File: src/rtl/relu_pool_q8.sv
// ReLU, non-overlapping max-pool and shift/saturate requantizer for the conv engine y stream.
// One output register with valid/ready; windows never span two VEC_LEN-sample vectors.
module relu_pool_q8 #(
  parameter int IN_W    = 21,
  parameter int OUT_W   = 8,
  parameter int POOL    = 2,
  parameter int VEC_LEN = 97,
  parameter int SHIFT   = 4
) (
  input  logic             clk,
  input  logic             reset,
  input  logic [IN_W-1:0]  s_data_in_y,
  input  logic             s_valid_y,
  output logic             s_ready_y,
  output logic [OUT_W-1:0] m_data_out_z,
  output logic             m_valid_z,
  input  logic             m_ready_z,
  output logic             m_last_z
);

  localparam int WIN_W = (POOL > 1) ? $clog2(POOL) : 1;
  localparam int VEC_W = (VEC_LEN > 1) ? $clog2(VEC_LEN) : 1;
  localparam logic [WIN_W-1:0] WIN_LAST = WIN_W'(POOL - 1);
  localparam logic [VEC_W-1:0] VEC_LAST = VEC_W'(VEC_LEN - 1);

  logic [WIN_W-1:0] r_win_cnt;
  logic [VEC_W-1:0] r_vec_cnt;
  logic [IN_W-2:0]  r_acc;
  logic [OUT_W-1:0] r_data;
  logic             r_valid;
  logic             r_last;

  logic [IN_W-2:0]  w_relu;
  logic [IN_W-2:0]  w_max;
  logic [IN_W-2:0]  w_shifted;
  logic [OUT_W-1:0] w_q;
  logic             w_vec_end;
  logic             w_closing_pos;
  logic             w_in_xfer;
  logic             w_close;

  assign w_relu    = s_data_in_y[IN_W-1] ? '0 : s_data_in_y[IN_W-2:0];
  assign w_max     = ((r_win_cnt == '0) || (w_relu > r_acc)) ? w_relu : r_acc;
  assign w_shifted = w_max >> SHIFT;
  assign w_q       = (|w_shifted[IN_W-2:OUT_W]) ? '1 : w_shifted[OUT_W-1:0];

  // Ready is a function of position and output occupancy only, never of valid or data.
  assign w_vec_end     = (r_vec_cnt == VEC_LAST);
  assign w_closing_pos = (r_win_cnt == WIN_LAST) || w_vec_end;
  assign s_ready_y     = !(w_closing_pos && r_valid && !m_ready_z);
  assign w_in_xfer     = s_valid_y && s_ready_y;
  assign w_close       = w_in_xfer && w_closing_pos;

  always_ff @(posedge clk) begin
    if (reset) begin
      r_win_cnt <= '0;
      r_vec_cnt <= '0;
      r_acc     <= '0;
    end else if (w_in_xfer) begin
      r_acc <= w_max;
      if (w_closing_pos) begin
        r_win_cnt <= '0;
        r_vec_cnt <= w_vec_end ? '0 : r_vec_cnt + 1'b1;
      end else begin
        r_win_cnt <= r_win_cnt + 1'b1;
        r_vec_cnt <= r_vec_cnt + 1'b1;
      end
    end
  end

  // A close while the register drains reloads it in the same edge, so no bubble appears.
  always_ff @(posedge clk) begin
    if (reset) begin
      r_data  <= '0;
      r_valid <= 1'b0;
      r_last  <= 1'b0;
    end else if (w_close) begin
      r_data  <= w_q;
      r_valid <= 1'b1;
      r_last  <= w_vec_end;
    end else if (r_valid && m_ready_z) begin
      r_valid <= 1'b0;
    end
  end

  assign m_data_out_z = r_data;
  assign m_valid_z    = r_valid;
  assign m_last_z     = r_last;

endmodule

File: config.mk
export PLATFORM = sky130hd
export DESIGN_NAME = relu_pool_q8
export DESIGN_NICKNAME = d
export VERILOG_FILES = /design/src/rtl/relu_pool_q8.sv
export SDC_FILE = /design/constraint.sdc
export NUM_CORES = 1
export LEC_CHECK = 0
export ABC_AREA = 1
export CORE_MARGIN = 2
export CORE_UTILIZATION = 45
export DETAILED_ROUTE_END_ITERATION = 8
export PLACE_DENSITY_LB_ADDON = 0.05
export SYNTH_ARGS = -nofsm -noshare
export SYNTH_HDL_FRONTEND = slang
export SYNTH_SLANG_ARGS = --single-unit
File: constraint.sdc
create_clock -name clk -period 2.7 [get_ports clk]
set_input_delay 0.27 -clock clk [delete_from_list [all_inputs] [get_ports clk]]
set_output_delay 0.27 -clock clk [all_outputs]
set_load 0.05 [all_outputs]
Word-level counts from Yosys, hierarchy flattened
Index checks and enable logic that the tools add are counted.
{ "op_classes": {"reduce_logical": 12, "bitwise": 1, "order_cmp": 1, "muxes": 8, "n_addsub": 2, "eq_ne": 1} }
{ "ops": {"columns": ["cell", "n"], "rows": [
  ["20-bit two-way mux", 2],
  ["20-bit greater-than comparator", 1],
  ["7-bit two-way mux", 2],
  ["8-bit two-way mux", 1],
  ["8-bit OR reduction", 1],
  ["7-bit by 1-bit adder with 7-bit output, second input constant", 1],
  ["7-bit equality test, second input constant", 1],
  ["1-bit logical AND", 5],
  ["1-bit two-way mux", 3],
  ["1-bit zero test", 2],
  ["1-bit logical OR", 2],
  ["2-bit AND reduction", 1],
  ["2-bit nonzero test", 1],
  ["1-bit adder, second input constant", 1],
  ["1-bit inverter", 1]
]} }
{ "totals": {"ff_bits": 38} }

Logic depth before layout (Yosys ltp)
{ "logic_depth": {"ltp_word": 8, "depth_mapped": 20, "mapped_depth_nobuf": 18} }

Worst setup path after synthesis
OpenSTA, ideal clock, no wires.
{ "synth_timing": {"path_kind": "in2reg", "start": "input port s_data_in_y[20]", "end": "register r_acc[1]", "n_path_buf": 3, "t_arrival_ps": 1987, "setup_slack_ps": 644, "required_time_ps": 2631, "stages": 17, "cell_sequence": "buf_2 inv_1 nand2_1 inv_1 ha_1 nand2_1 nor2_1 nand2_1 nor2_2 nand2_1 nand3_2 nand2_2 buf_6 a21oi_4 buf_6 nand2_2 a21oi_2"} }
{ "synth_between": {"elab_chain_cells": 4} }
{ "synth_lines": {"columns": ["element", "line_no", "source"], "rows": [
  ["start: declaration", "12", "input logic [IN_W-1:0] s_data_in_y,"],
  ["20-bit two-way mux (*)", "42", "assign w_relu = s_data_in_y[IN_W-1] ? '0 : s_data_in_y[IN_W-2:0];"],
  ["20-bit greater-than comparator", "43", "assign w_max = ((r_win_cnt == '0) || (w_relu > r_acc)) ? w_relu : r_acc;"],
  ["1-bit logical OR", "43", null],
  ["2-bit AND reduction (no source line)", null, null],
  ["end signal: assignment", "60", "r_acc <= w_max;"],
  ["end: declaration", "28", "logic [IN_W-2:0] r_acc;"]
]} }
Mark *: on every way between the ends. The rest lies on a longest branch, timed or not.
A chain may end at the register's enable or synchronous reset.

Worst setup path after layout
{ "layout_timing": {"start": "input port s_data_in_y[20]", "end": "register r_data[3], in the netlist m_data_out_z[3]"} }
{ "layout_between": {"elab_chain_cells": 6} }
{ "layout_lines": {"columns": ["element", "line_no", "source"], "rows": [
  ["20-bit two-way mux (*)", "42", null],
  ["20-bit greater-than comparator", "43", null],
  ["1-bit logical OR", "43", null],
  ["20-bit two-way mux (*)", "43", null],
  ["8-bit OR reduction", "45", "assign w_q = (|w_shifted[IN_W-2:OUT_W]) ? '1 : w_shifted[OUT_W-1:0];"],
  ["8-bit two-way mux (*)", "45", null],
  ["end signal: assignment", "78", "r_data <= w_q;"],
  ["end: declaration", "29", "logic [OUT_W-1:0] r_data;"]
]} }
Marked as above.

==> impl_metrics.json <==
{
  "seqPwrFrac_pct": 41.0,
  "netlist_top_cells_area": "dfxtp_1 31%, ha_1 11%, nor2_1 10%, nand2_1 9.6%, inv_1 9.4%",
  "syn_area_per_cell_sq_um": 6.74,
  "slowest_stage": "clkdlybuf4s50_1",
  "synth_fp_nets": 407,
  "synthFlopType": "dfxtp_1",
  "pwr-share-clk_pct": 31.2,
  "drive_gt1_share_pct": 14.4,
  "grt_pass1_wl_um": 9590,
  "fin_util_pct": 60.3,
  "core_sq_um": 5140,
  "switching_share_pct": 30.6,
  "gr-usage-all-layers_pct": 19.4,
  "io_pins": 36,
  "antenna_found_initial": 0,
  "grt_overflow_total": 0,
  "crit_chain": "clkdlybuf4s50_1, buf_4, nor2_1, ha_1, nand2_1, inv_1, nand2_1, nand2_1, a21oi_1, nand3_2, nand2_2, nand2_2, buf_4, nand2_1, nand3_1, nor2_1, nor2_1",
  "wl_um": 5310,
  "min_from": "m_last_z",
  "comb_power_share_pct": 27.9,
  "num_rows": 26,
  "rsz0062_at_grt": "no",
  "place.gp.congestion": 0.810,
  "ir_worst_vdd_mv": 0.337,
  "dpl-instance-area_sq_um": 2990,
  "cp_top_family": "buffers and inverters",
  "dieArea_sq_um": 5990,
  "synth-seq-cells": 38,
  "ys_async_sr_fraction_pct": 0,
  "fin_cells": 488,
  "final_nets": 464,
  "max-cap-violations": 0,
  "syn_inst": 360,
  "vias": 2322,
  "synth_cell_types": 30,
  "clk_pin_slew_ps": 80,
  "synth_common_cells": "65 x nor2_1, 62 x nand2_1, 61 x inv_1",
  "power.switching_mw": 0.466,
  "dieHeight_um": 77.4,
  "cts_buffers": 5,
  "clockBufferDepth": 2,
  "path_buf_inv": 4,
  "crit_fanout": 9,
  "syn_area_sq_um": 2420,
  "yosysSeqAreaShare_pct": 31.4,
  "endpoint_kind": "flop",
  "p_leak_nw": 1.44,
  "outcome": "complete, no violations",
  "insertion_delay_ps": 280,
  "synth_top_cell_by_area": "dfxtp_1",
  "crit_path_max_incr_delay_ps": 530,
  "period_needed_ps": 2390,
  "cpMostUsedCell": "nand2_1",
  "powerDensity_nw_per_um2": 490,
  "cts_root_buf": "clkbuf_8",
  "final_hold_viol_count": 0,
  "fin_skew_ps": 5.73,
  "worst_slew_pin_slew_ps": 500,
  "area_growth_pct": 27.9,
  "synth_edf_count": 0,
  "max_freq_ghz": 0.419,
  "critical_path_required_ps": 2890,
  "tritoncts": "done",
  "htree_levels": 2,
  "antenna_left": 0,
  "relSlewSlack_pct": 66.6,
  "design_area_sq_um": 3100,
  "crit_path_start": "s_data_in_y[20]",
  "synth_top_cell_area_share_pct": 31.4,
  "io_buffer_count": 35,
  "critPathKind": "primary input to flop",
  "slew_viol_final": 0,
  "start_util_pct": 47.2,
  "post_drt_wl_per_cell_um": 10.9,
  "r2r-start": "r_acc[15]",
  "setup_viol": 0,
  "min_period_over_period_pct": 88.5,
  "viasPerCell": 4.76,
  "cp.arrival_ps": 2570,
  "yosysWarningCount": 0,
  "n_antenna_cell": 0,
  "synth_most_common_cell": "nor2_1",
  "first_pass_iters": 4,
  "cts_setup_buffers": 0,
  "internal_power_mw": 1.05,
  "grt_max_degree": 21,
  "die_w_um": 77.4,
  "hold_path_class": "flop to flop",
  "dp_hpwl_um": 4050,
  "drt_iter0_drc": 95,
  "drc": 0,
  "cts_sinks": 38,
  "p_total_mw": 1.52,
  "cp-start-kind": "primary input",
  "fin_ws_ps": 311,
  "dpl_worst_slack_ps": -64.3,
  "grt_pass1_vias": 2180,
  "placed_cells": 480
}
## power by group through the flow
| stage | clock (mW) | sequential (mW) | combinational (mW) |
|---|---|---|---|
| finish | 0.474 | 0.622 | 0.423 |
| global route | 0.512 | 0.628 | 0.479 |
| CTS | 0.485 | 0.622 | 0.425 |
| detailed placement | 0 | 0.635 | 0.423 |
| global placement | 0 | 0.634 | 0.419 |
| floorplan | 0 | 0.661 | 0.255 |
## final cells by class
type | count | area (sq um)
fillers | 536 | 2040
repair buffers | 61 | 558
flip-flops and latches | 38 | 761
clock buffers | 7 | 76.3
inverters | 63 | 239
clock inverters | 1 | 30.0
multi-input cells | 248 | 1350
well taps | 70 | 87.6
## metal layers
layer	global-route usage (%)	vias up	part of all wire, %
li1	-	1249	-
met1	25.2	1030	50
met2	33.3	36	45
met3	3.26	7	3.4
met4	5.36	0	0.98
met5	0	-	0
## stage by stage
stage / setup TNS, ps / hold WS [ps]
global route: 0 / 492
detailed placement: -351 / 460
floorplan: 0 / 434
global placement: 0 / 459
CTS: 0 / 474
finish: 0 / 468
## what timing repair did
action	4_1_cts	5_1_grt
gates resized for setup	0	2
hold buffers	0	0
setup endpoints to repair	0	9
## state kept, by name, summed over array words and instances (netlist names)
signal	count
m_data_out_z	8
m_last_z	1
m_valid_z	1
r_acc	20
r_vec_cnt	7
r_win_cnt	1
## kinds of logic (layout without fill, tap and decap cells)
logic type                 count (synthesis)  after routing  synth area share [%]
AOI/OAI and AO/OA                         50             50                  11.9
adders and majority gates                 22             22                  11.4
buffers and inverters                     74            132                  13.2
DFF                                       38             38                  31.4
and+or+nand+nor                          176            176                  32.2
## worst register-to-register path, delay by kind of cell, from the launching register on
family	cells	cell delay [ps]
compound gates	1	190
fa+ha+maj	1	300
buf+inv	3	270
flops	1	380
simple gates	10	800
## path summary, 6_finish.rpt
path	slack (ps)	cells after the start	end
worst max register to register	660	15	m_data_out_z[3]
worst min register to register	470	2	m_last_z
worst max-delay path	310	17	m_data_out_z[3]
worst min-delay path	470	2	m_last_z
## cells in the final DEF, fill, tap and decap left out, types with 6 or more instances in the layout
master,count
nor2_1,64
inv_1,61
nand2_1,61
dfxtp_1,38
clkdlybuf4s50_1,35
buf_4,25
ha_1,22
o21ai_1,20
nand3_1,18
a21oi_1,15
nand2_2,12
o21ai_0,6
Note: power is estimated with default switching activity, not from simulation.
